`src/rtl/eth_port_switch.sv`:
```
// Ethernet stream switch: core TX steered to a selected MAC port (dropped if link down); MAC RX merged by packet-atomic round robin.
// Zero-latency data path inside a packet, one idle cycle per packet per direction; backpressure passes straight through the selected path.
module eth_port_switch #(
  parameter  int PORTS    = 2,
  parameter  int DATA_W   = 64,
  localparam int KEEP_W   = DATA_W / 8,
  parameter  int LINK_BIT = 0,
  parameter  int SEL_W    = 3
) (
  input  logic                       clock,
  input  logic                       resetn,
  input  logic [SEL_W-1:0]           tx_port_sel,
  input  logic [DATA_W-1:0]          s_tx_tdata,
  input  logic [KEEP_W-1:0]          s_tx_tkeep,
  input  logic                       s_tx_tlast,
  input  logic                       s_tx_tuser,
  input  logic                       s_tx_tvalid,
  output logic                       s_tx_tready,
  output logic [PORTS*DATA_W-1:0]    m_tx_tdata,
  output logic [PORTS*KEEP_W-1:0]    m_tx_tkeep,
  output logic [PORTS-1:0]           m_tx_tlast,
  output logic [PORTS-1:0]           m_tx_tuser,
  output logic [PORTS-1:0]           m_tx_tvalid,
  input  logic [PORTS-1:0]           m_tx_tready,
  input  logic [PORTS*DATA_W-1:0]    s_rx_tdata,
  input  logic [PORTS*KEEP_W-1:0]    s_rx_tkeep,
  input  logic [PORTS-1:0]           s_rx_tlast,
  input  logic [PORTS-1:0]           s_rx_tuser,
  input  logic [PORTS-1:0]           s_rx_tvalid,
  output logic [PORTS-1:0]           s_rx_tready,
  output logic [DATA_W-1:0]          m_rx_tdata,
  output logic [KEEP_W-1:0]          m_rx_tkeep,
  output logic                       m_rx_tlast,
  output logic                       m_rx_tuser,
  output logic                       m_rx_tvalid,
  input  logic                       m_rx_tready,
  input  logic [PORTS*16-1:0]        port_status,
  output logic [PORTS-1:0]           link_up,
  output logic [SEL_W-1:0]           rx_port,
  output logic [15:0]                tx_drop_count
);

  typedef enum logic [1:0] {T_IDLE, T_FWD, T_DROP} tx_state_t;
  typedef enum logic {R_IDLE, R_GRANT} rx_state_t;

  tx_state_t         r_tx_state, w_tx_next;
  rx_state_t         r_rx_state, w_rx_next;
  logic [PORTS-1:0]  r_link_up;
  logic [SEL_W-1:0]  r_tx_cur;
  logic [15:0]       r_drop_cnt;
  logic [SEL_W-1:0]  r_grant;
  logic [SEL_W-1:0]  r_rx_port;
  logic [SEL_W-1:0]  r_rr_ptr;
  logic              w_sel_ok;
  logic [PORTS-1:0]  w_cand;
  logic              w_hi_found, w_lo_found, w_rx_found;
  logic [SEL_W-1:0]  w_hi_idx, w_lo_idx, w_rx_pick;
  logic              w_g_vld;
  logic              w_unused;

  assign link_up       = r_link_up;
  assign rx_port       = r_rx_port;
  assign tx_drop_count = r_drop_cnt;
  assign w_unused      = ^port_status;

  always_ff @(posedge clock or negedge resetn) begin
    if (!resetn) begin
      r_link_up <= '0;
    end else begin
      for (int i = 0; i < PORTS; i++) r_link_up[i] <= port_status[i*16+LINK_BIT];
    end
  end

  // ---------------- TX steering ----------------
  always_comb begin
    w_sel_ok = 1'b0;
    for (int i = 0; i < PORTS; i++)
      if (tx_port_sel == SEL_W'(i) && r_link_up[i]) w_sel_ok = 1'b1;
  end

  assign m_tx_tdata = {PORTS{s_tx_tdata}};
  assign m_tx_tkeep = {PORTS{s_tx_tkeep}};
  assign m_tx_tlast = {PORTS{s_tx_tlast}};
  assign m_tx_tuser = {PORTS{s_tx_tuser}};

  always_comb begin
    w_tx_next   = r_tx_state;
    s_tx_tready = 1'b0;
    m_tx_tvalid = '0;
    case (r_tx_state)
      T_IDLE: begin
        if (s_tx_tvalid) w_tx_next = w_sel_ok ? T_FWD : T_DROP;
      end
      T_FWD: begin
        for (int i = 0; i < PORTS; i++) begin
          if (r_tx_cur == SEL_W'(i)) begin
            m_tx_tvalid[i] = s_tx_tvalid;
            s_tx_tready    = m_tx_tready[i];
          end
        end
        if (s_tx_tvalid && s_tx_tready && s_tx_tlast) w_tx_next = T_IDLE;
      end
      T_DROP: begin
        s_tx_tready = 1'b1;
        if (s_tx_tvalid && s_tx_tlast) w_tx_next = T_IDLE;
      end
      default: w_tx_next = T_IDLE;
    endcase
  end

  always_ff @(posedge clock or negedge resetn) begin
    if (!resetn) begin
      r_tx_state <= T_IDLE;
      r_tx_cur   <= '0;
      r_drop_cnt <= '0;
    end else begin
      r_tx_state <= w_tx_next;
      if (r_tx_state == T_IDLE && s_tx_tvalid) r_tx_cur <= tx_port_sel;
      if (r_tx_state == T_DROP && s_tx_tvalid && s_tx_tlast && r_drop_cnt != 16'hFFFF)
        r_drop_cnt <= r_drop_cnt + 16'd1;
    end
  end

  // ---------------- RX arbitration ----------------
  assign w_cand = s_rx_tvalid & r_link_up;

  // Ports above the last served one win first; otherwise wrap to the lowest candidate.
  always_comb begin
    w_hi_found = 1'b0;
    w_lo_found = 1'b0;
    w_hi_idx   = '0;
    w_lo_idx   = '0;
    for (int i = PORTS - 1; i >= 0; i--) begin
      if (w_cand[i]) begin
        if (SEL_W'(i) > r_rr_ptr) begin
          w_hi_found = 1'b1;
          w_hi_idx   = SEL_W'(i);
        end else begin
          w_lo_found = 1'b1;
          w_lo_idx   = SEL_W'(i);
        end
      end
    end
  end

  assign w_rx_found = w_hi_found | w_lo_found;
  assign w_rx_pick  = w_hi_found ? w_hi_idx : w_lo_idx;

  always_comb begin
    m_rx_tdata = '0;
    m_rx_tkeep = '0;
    m_rx_tlast = 1'b0;
    m_rx_tuser = 1'b0;
    w_g_vld    = 1'b0;
    for (int i = 0; i < PORTS; i++) begin
      if (r_grant == SEL_W'(i)) begin
        m_rx_tdata = s_rx_tdata[i*DATA_W +: DATA_W];
        m_rx_tkeep = s_rx_tkeep[i*KEEP_W +: KEEP_W];
        m_rx_tlast = s_rx_tlast[i];
        m_rx_tuser = s_rx_tuser[i];
        w_g_vld    = s_rx_tvalid[i];
      end
    end
    m_rx_tvalid = (r_rx_state == R_GRANT) && w_g_vld;
  end

  // Link-down ports are drained so a dead MAC cannot wedge its FIFO.
  always_comb begin
    s_rx_tready = '0;
    for (int i = 0; i < PORTS; i++) begin
      if (r_rx_state == R_GRANT && r_grant == SEL_W'(i)) s_rx_tready[i] = m_rx_tready;
      else                                              s_rx_tready[i] = ~r_link_up[i];
    end
  end

  always_comb begin
    w_rx_next = r_rx_state;
    case (r_rx_state)
      R_IDLE:  if (w_rx_found) w_rx_next = R_GRANT;
      R_GRANT: if (m_rx_tvalid && m_rx_tready && m_rx_tlast) w_rx_next = R_IDLE;
      default: w_rx_next = R_IDLE;
    endcase
  end

  always_ff @(posedge clock or negedge resetn) begin
    if (!resetn) begin
      r_rx_state <= R_IDLE;
      r_grant    <= '0;
      r_rx_port  <= '0;
      r_rr_ptr   <= SEL_W'(PORTS - 1);
    end else begin
      r_rx_state <= w_rx_next;
      if (r_rx_state == R_IDLE && w_rx_found) begin
        r_grant   <= w_rx_pick;
        r_rx_port <= w_rx_pick;
      end
      if (r_rx_state == R_GRANT && m_rx_tvalid && m_rx_tready && m_rx_tlast)
        r_rr_ptr <= r_grant;
    end
  end

endmodule

```
`config.mk`:
```
export PLATFORM = sky130hd
export DESIGN_NAME = eth_port_switch
export DESIGN_NICKNAME = d
export VERILOG_FILES = /design/src/rtl/eth_port_switch.sv
export SDC_FILE = /design/constraint.sdc
export NUM_CORES = 1
export LEC_CHECK = 0
export BUFFER_PORTS_ARGS = -buffer_cell sky130_fd_sc_hd__buf_2
export CAP_MARGIN = 0
export CORE_AREA = 8 8 191 193
export DETAILED_ROUTE_END_ITERATION = 6
export DIE_AREA = 0 0 199 201
export PLACE_DENSITY = 0.32
export SYNTH_ARGS = -nofsm -noshare
export SYNTH_HDL_FRONTEND = slang
export SYNTH_SLANG_ARGS = --single-unit
```
`constraint.sdc`:
```
create_clock -name clock -period 1.9 [get_ports clock]
set_input_delay 0.285 -clock clock [delete_from_list [all_inputs] [get_ports clock]]
set_output_delay 0.285 -clock clock [all_outputs]
set_load 0.005 [all_outputs]
```
==> impl_results.md, run 1 <==
- Clock sink total: 26
- CP max FO: 37
- Final Max Slew Viols: 0
- Syn Area/Cell: 9.30 um2
- Detail Placement HPWL: 14700 um
- VDD IR max: 0.334 mV
- Largest net degree at the start of global routing: 38
- Fraction of layout cells with a size suffix above 1: 0.755
- Post-route cell area: 4370 um2
- DR WL/cell: 17.5 um
- Antenna Nets Post-Route: 0
- Die Footprint: 40000 um2
- CTS Root Buffer Type: clkbuf_16
- CP required: 1.62 ns
- Max Cap Viol: 0
- DR vias/cell: 3.14
- Final core area utilization: 0.131
- CTS tree: done
- Die Span Y: 201 um
- Clock Latency Late Sink: 0.27 ns
- Aggregate routed wire length: 16400 um
- Yosys cell types: 42
- Post-synth top area cell: buf_4
- Final setup vio count: 0
- Routed vias: 2946
- Power density over the cells: 595 nW/um2
- Fmax achieved: 544 MHz
- Number of global-route vias before repair: 3200
- Crit path arrival time: 1.55 ns
- Top-area cell type share of the netlist area: 0.329
- H-tree lvl count: 1
- P_leak: 2.12 nW
- Worst Skew: 0.0130 ns
- Drt first pass iters: 4
- Area after DPL: 4240 um2
- Ant. Diodes: 0
- Sequential cell area fraction in the yosys report: 0.191
- Starting DRC count in detailed routing: 91
- Syn-to-layout area delta: 27.8%
- Count of final hold-check violations: 0
- Initial core utilization: 0.103
- First-pass GRT wire length: 22300 um
- Final nets: 760
- Syn Inst Count: 368
- Crit end category: output pin
- Min cycle time layout: 1.84 ns
- Input/output buffers: 262
- Top post-synthesis cells by area: buf_4 33%, mux2_2 25%, dfrtp_1 18%
- Final GP Congestion: 0.735
- Top-count cell post-synth: buf_4
- Fillers: 3868
- CORE AREA: 33300 um2
- Synthesis Warnings: 0
- Synth cell count leaders: 150 x buf_4, 76 x mux2_2, 25 x dfrtp_1
- GRT Overall Usage: 0.0743
- #FFs+latches synth: 26
- Primary flip-flop cell chosen by synthesis mapping: dfrtp_1
- Worst-Margin Slew: 0.653 ns
- # IOs: 514
- Die Wd: 199 um
- Placement Rows: 67
- Period utilization: 0.967
- HP Class: in2async
- Unrepaired setup endpoints after global routing: true
- Critical path class: reg2out
- Status: completed
- Crit start category: flip-flop
- Post-synth EDFFs: 0
- Clock transition at path regs: 0.08 ns
- Remaining Overflow, GRT: 0
- Mapped Area: 3420 um2
- DRC Markers: 0
- Slew headroom: 0.565
- Antenna violations before repair: 1
- Total CTS buffers: 3
- Post-synth ARST share: 1.00
- Clock Tree Buf Depth: 2
worst paths after layout:
check | slack [ns] | to | cells after the start | startpoint
max reg2reg | 0.13 | tx_drop_count[13] | 6 | r_tx_state[0]
max | 0.06 | m_rx_tdata[13] | 3 | rx_port[0]
min | 0.03 | tx_drop_count[9] | 1 | resetn
min in group clock | 0.13 | link_up[0] | 1 | port_status[0]
max in group asynchronous | 1.38 | rx_port[0] | 1 | resetn
min reg2reg | 0.52 | r_rr_ptr[0] | 1 | r_rr_ptr[0]
cell families (layout without fill, tap and decap cells):
logic type	count (synthesis)	count (layout)	share of synthesized area
simple gates	56	56	0.0966
flops	26	26	0.191
other cells	1	2	0.00110
fa+ha+maj	4	4	0.0146
xor+xnor	9	9	0.0230
buf+inv	166	287	0.352
mux	86	86	0.283
compound gates	20	20	0.0388
cells in the final DEF (no fill, tap or decap), drive strengths merged:
cell / n
nor4: 1
clkbuf: 3
nand3: 5
nand2b: 4
a2bb2oi: 1
o21bai: 1
nor2b: 2
o21ai: 6
a41oi: 1
a21oi: 4
dfstp: 1
o311ai: 1
dfrtp: 25
ha: 4
nand3b: 1
conb: 2
a31oi: 2
inv: 6
nor3b: 1
a32oi: 1
buf: 277
nor4b: 1
o22a: 1
nor3: 4
nor2: 8
and3: 6
nand2: 15
and4: 1
mux2: 80
and2b: 1
o211ai: 2
bufinv: 1
xnor2: 9
mux2i: 6
nand4: 6
where the power goes:
| group | internal, mW | leakage [nW] | total, mW | switching [mW] |
|---|---|---|---|---|
| Clock | 0.420 | 0.0511 | 0.635 | 0.214 |
| Sequential | 0.664 | 0.325 | 0.767 | 0.103 |
| Combinational | 0.662 | 1.74 | 1.20 | 0.538 |
| Total | 1.75 | 2.12 | 2.60 | 0.856 |
metrics by stage:
stage / TNS (ns) / total power [mW] / cells / worst slack (ns) / hold WS, ns
2_1_floorplan: 0 / 1.60 / 369 / 0.257 / -0.0106
3_3_place_gp: 0 / 2.00 / 934 / 0.142 / 0.367
3_5_place_dp: 0 / 1.99 / 934 / 0.128 / 0.365
4_1_cts: 0 / 2.65 / 938 / 0.0262 / 0.0663
5_1_grt: -0.00466 / 2.80 / 938 / -0.00466 / 0.0951
6_report: 0 / 2.60 / 938 / 0.0626 / 0.0333
area by class of cell:
| type | count | area (um2) | share of cell area |
|---|---|---|---|
| tap | 448 | 561 | 0.128 |
| multi-input combinational | 177 | 1580 | 0.362 |
| clock inverter | 1 | 30.0 | 0.00687 |
| sequential | 26 | 656 | 0.150 |
| clock buffer | 3 | 75.1 | 0.0172 |
| timing repair buffer | 277 | 1450 | 0.331 |
| inverter | 6 | 22.5 | 0.00515 |
critical path, cell delays in order, from the launching register on:
cell and delay, ns:
dfrtp_4 0.48, buf_16 0.21, mux2_2 0.40, buf_2 0.16
flip-flops by register name, indices dropped and copies added (netlist names):
register       count
rx_port            1
r_rx_state         1
r_rr_ptr           1
link_up            2
tx_drop_count     16
r_tx_cur           3
r_tx_state         2
metal layers:
layer,share of wire,GRT usage,wire [um],vias up
met4,0.016,0.0156,260,2
met1,0.34,0.0754,5570,1326
met3,0.15,0.0397,2410,22
met2,0.50,0.132,8190,256
li1,-,-,-,1340
met5,0.00079,0.00128,13,-
repair_timing:
action,in CTS,in global routing
resized for setup,0,5
hold buffers,0,0
endpoints found under the hold margin,0,0
setup endpoints to repair,0,4
setup buffers,0,0
No activity file was read; power rests on OpenSTA's default activity.
==> inputs of run 2 (changes only) <==
--- a/config.mk
+++ b/config.mk
@@ -10,7 +10,8 @@
 export CORE_AREA = 8 8 191 193
 export DETAILED_ROUTE_END_ITERATION = 6
 export DIE_AREA = 0 0 199 201
-export PLACE_DENSITY = 0.32
+export PLACE_DENSITY = 0.46
+export SLEW_MARGIN = 20
 export SYNTH_ARGS = -nofsm -noshare
 export SYNTH_HDL_FRONTEND = slang
 export SYNTH_SLANG_ARGS = --single-unit
==> impl_results.md, run 2 (same netlist as run 1, synthesis figures left out) <==
- Critical path class: reg2out
- Routed vias: 2922
- Fillers: 3816
- Number of global-route vias before repair: 3127
- Final Max Slew Viols: 0
- Die Span Y: 201 um
- Power density over the cells: 592 nW/um2
- Placement Rows: 67
- Antenna violations before repair: 0
- Final setup vio count: 0
- Ant. Diodes: 0
- CTS tree: done
- Power, Total: 2.63 mW
- Hold_ws: 0.0439 ns
- CP max FO: 11
- H-tree lvl count: 1
- Slew headroom: 0.567
- Period utilization: 0.956
- Clock Latency Late Sink: 0.26 ns
- Clock Tree Buf Depth: 2
- Crit start category: flip-flop
- Remaining Overflow, GRT: 0
- Fmax achieved: 550 MHz
- Total CTS buffers: 3
- Input/output buffers: 262
- Starting DRC count in detailed routing: 84
- Status: completed
- Cts-stage hold buffer count: 0
- Commonest non-fill, non-tap cell in the layout: buf_2
- GRT Overall Usage: 0.0721
- Antenna Nets Post-Route: 0
- DRC Markers: 0
- Most frequent cells in the layout: 262 x buf_2, 76 x mux2_2, 24 x dfrtp_1
- First-pass GRT wire length: 21900 um
- VDD IR max: 0.284 mV
- Crit path arrival time: 1.53 ns
- DR vias/cell: 3.11
- Drt first pass iters: 4
- Max Cap Viol: 0
- P_leak: 2.15 nW
- Final GP Congestion: 0.768
- Setup TNS Final: 0 ns
- # IOs: 514
- Fraction of layout cells with a size suffix above 1: 0.759
- CORE AREA: 33300 um2
- Worst Skew: 0.00242 ns
- Count of final hold-check violations: 0
- CP required: 1.62 ns
- Aggregate routed wire length: 16400 um
- Crit end category: output pin
- Largest net degree at the start of global routing: 27
- Max reg flops: 16
- Clock transition at path regs: 0.07 ns
- Initial core utilization: 0.103
- HP Class: in2async
- Clock sink total: 26
- Die Footprint: 40000 um2
- Syn-to-layout area delta: 29.7%
- Min cycle time layout: 1.82 ns
- DR WL/cell: 17.4 um
- CTS Root Buffer Type: clkbuf_16
- Die Wd: 199 um
- Detail Placement HPWL: 14700 um
- Worst-Margin Slew: 0.649 ns
- Final nets: 763
[run 2: path summary, 6_finish.rpt]
path / startpoint / to / slack (ns) / depth (start not counted)
max in group asynchronous: resetn / rx_port[0] / 1.38 / 1
min in group clock: port_status[16] / link_up[1] / 0.12 / 1
worst max register to register: r_tx_state[0] / tx_drop_count[14] / 0.14 / 6
worst min-delay path: resetn / link_up[1] / 0.04 / 1
worst max-delay path: rx_port[0] / m_rx_tdata[28] / 0.08 / 4
worst min register to register: r_rr_ptr[0] / r_rr_ptr[0] / 0.52 / 1
[run 2: timing repair]
| item | 4_1_cts | 5_1_grt |
|---|---|---|
| endpoints found under the setup margin | 62 | 29 |
| gates resized for setup | 0 | 3 |
| buffers inserted | 2 | 3 |
| cloned | 0 | 1 |
[run 2: cell type report]
class                   instances  area (um2)  area share
clock inverters                 1        30.0     0.00677
well taps                     448         561       0.126
repair buffers                280        1510       0.341
inverters                       6        22.5     0.00508
flip-flops and latches         26         656       0.148
multi-input cells             177        1580       0.356
clock buffers                   3        75.1      0.0169
[run 2: metal layers]
layer  GRT usage  part of all wire  vias up
li1            -                 -     1351
met4     0.00344           0.00073        0
met2       0.125              0.49      284
met1      0.0762              0.35     1285
met5           0                 0        -
met3      0.0456              0.16        2
[run 2: metrics by stage]
step / std cells / setup WS [ns] / util / cell area [um2]
finish: 941 / 0.0832 / 0.133 / 4440
global route: 941 / -0.00114 / 0.133 / 4440
CTS: 937 / -0.00312 / 0.131 / 4370
detailed placement: 931 / 0.112 / 0.127 / 4230
global placement: 931 / 0.112 / 0.127 / 4230
floorplan: 369 / 0.257 / - / 3420
[run 2: report_power, final]
| part | switching [mW] | internal (mW) | total, mW |
|---|---|---|---|
| Sequential | 0.0968 | 0.664 | 0.761 |
| Combinational | 0.549 | 0.688 | 1.24 |
| Clock | 0.208 | 0.420 | 0.628 |
[run 2: critical path, cell delays in order, from the launching register on]
cell,delay [ns]
dfrtp_4,0.50
buf_12,0.15
buf_12,0.14
mux2_2,0.30
buf_2,0.17
==> inputs of run 3 (changes only) <==
--- a/config.mk
+++ b/config.mk
@@ -10,7 +10,7 @@
 export CORE_AREA = 8 8 191 193
 export DETAILED_ROUTE_END_ITERATION = 6
 export DIE_AREA = 0 0 199 201
-export PLACE_DENSITY = 0.46
+export PLACE_DENSITY = 0.37
 export SLEW_MARGIN = 20
 export SYNTH_ARGS = -nofsm -noshare
 export SYNTH_HDL_FRONTEND = slang
==> impl_results.md, run 3 (same netlist as run 1, synthesis figures left out) <==
- Status: completed
- Clock Tree Buf Depth: 2
- Crit end category: output pin
- Die Wd: 199 um
- Most frequent cells in the layout: 260 x buf_2, 73 x mux2_2, 24 x dfrtp_1
- Largest net degree at the start of global routing: 38
- Final GP Congestion: 0.734
- P_sw: 0.833 mW
- Min cycle time layout: 1.87 ns
- Power density over the cells: 569 nW/um2
- Period utilization: 0.982
- First-pass GRT wire length: 21600 um
- Slew headroom: 0.591
- Inst Count DP: 930
- Die Footprint: 40000 um2
- CP required: 1.62 ns
- Placement Rows: 67
- P_leak: 2.14 nW
- DR WL/cell: 17.3 um
- Ant. Diodes: 0
- CORE AREA: 33300 um2
- Int Pwr: 1.67 mW
- Crit start category: flip-flop
- GR Util met2: 0.124
- Critical path class: reg2out
- HP Class: in2async
- Input/output buffers: 262
- Starting DRC count in detailed routing: 90
- Commonest non-fill, non-tap cell in the layout: buf_2
- # IOs: 514
- Syn-to-layout area delta: 28.5%
- H-tree lvl count: 1
- DR vias/cell: 3.11
- Count of final hold-check violations: 0
- Clock transition at path regs: 0.06 ns
- R2R depth: 6
- Number of global-route vias before repair: 3160
- Fin cells: 938
- DRC Markers: 0
- Clock power share: 0.206
- Setup TNS Final: 0 ns
- Reg-to-reg endpoint: tx_drop_count[13]
- Crit. Startpoint: rx_port[0]
- Fmax achieved: 536 MHz
- Max reg flops: 16
- Switching share of total power: 0.333
- Total CTS buffers: 3
- Worst-Margin Slew: 0.613 ns
- CTS tree: done
- Fraction of layout cells with a size suffix above 1: 0.753
- Grt met3 use: 0.0431
- CP max FO: 18
- Final setup vio count: 0
- Worst Skew: 0.00404 ns
- Die Span Y: 201 um
- Clock sink total: 26
- Max Cap Viol: 0
- Initial core utilization: 0.103
- Sequential power share: 0.308
- Comb pwr share: 0.486
- Grt peak-use layer: met2
- RR Startpoint: r_tx_state[0]
- Crit path arrival time: 1.58 ns
- VDD IR max: 0.291 mV
- Clock Latency Late Sink: 0.26 ns
- GRT Overall Usage: 0.0719
- Detail Placement HPWL: 14400 um
- Reg2Reg Setup Slack: 0.14 ns
- Drt first pass iters: 4
- Place WS: 0.114 ns
- Antenna Nets Post-Route: 0
- Routed vias: 2914
- Antenna violations before repair: 0
- CTS Root Buffer Type: clkbuf_16
- Final Max Slew Viols: 0
- Setup WS post-layout: 0.0335 ns
- Aggregate routed wire length: 16300 um
- Met1 GRT Util: 0.0718
- Final nets: 760
- Remaining Overflow, GRT: 0
run 3: worst max-delay path: stages (launching register included):
cell and delay, ns:
dfrtp_4 0.49, buf_12 0.15, clkbuf_16 0.19, mux2_4 0.33, buf_2 0.15
run 3: power groups by stage:
stage / sequential [mW] / clock [mW] / combinational (mW)
final: 0.770 / 0.516 / 1.21
after global placement: 0.797 / 0 / 1.18
after detailed placement: 0.796 / 0 / 1.18
after global routing: 0.790 / 0.554 / 1.34
after floorplan: 0.766 / 0 / 0.832
after CTS: 0.781 / 0.543 / 1.20
run 3: repair_timing:
item / CTS / global route
cloned: 0 / 1
hold buffers: 0 / 0
endpoints found under the setup margin: 52 / 21
buffers inserted: 1 / 2
gates resized for setup: 6 / 3
run 3: stage by stage:
step | instance area (um2) | power [mW] | util | hold WS (ns)
4_1_cts | 4330 | 2.53 | 0.130 | 0.0666
5_1_grt | 4400 | 2.69 | 0.132 | 0.0925
3_5_place_dp | 4210 | 1.98 | 0.127 | 0.353
6_report | 4400 | 2.50 | 0.132 | 0.0320
2_1_floorplan | 3420 | 1.60 | - | -0.0106
3_3_place_gp | 4210 | 1.98 | 0.127 | 0.354
run 3: area by class of cell:
| cell class | count | area (um2) |
|---|---|---|
| fill | 3846 | 28900 |
| multi-input combinational | 177 | 1580 |
| timing repair buffer | 277 | 1490 |
| sequential | 26 | 656 |
| tap | 448 | 561 |
| clock buffer | 4 | 88.8 |
| inverter | 6 | 22.5 |
run 3: how the worst max path moves through the flow:
stage	end	slack, ns	cells past startpoint
finish	m_rx_tkeep[3]	0.03	4
global placement	tx_drop_count[13]	0.13	6
floorplan	tx_drop_count[13]	0.26	7
global route	m_rx_tkeep[3]	-0.005	4
detailed placement	tx_drop_count[13]	0.11	6
CTS	m_rx_tdata[1]	-0.01	3
run 3: metal layers:
| layer | vias to the layer above | wire length [um] |
|---|---|---|
| met4 | 0 | 379 |
| li1 | 1347 | - |
| met2 | 264 | 7900 |
| met5 | - | 0 |
| met1 | 1278 | 5470 |
| met3 | 25 | 2520 |
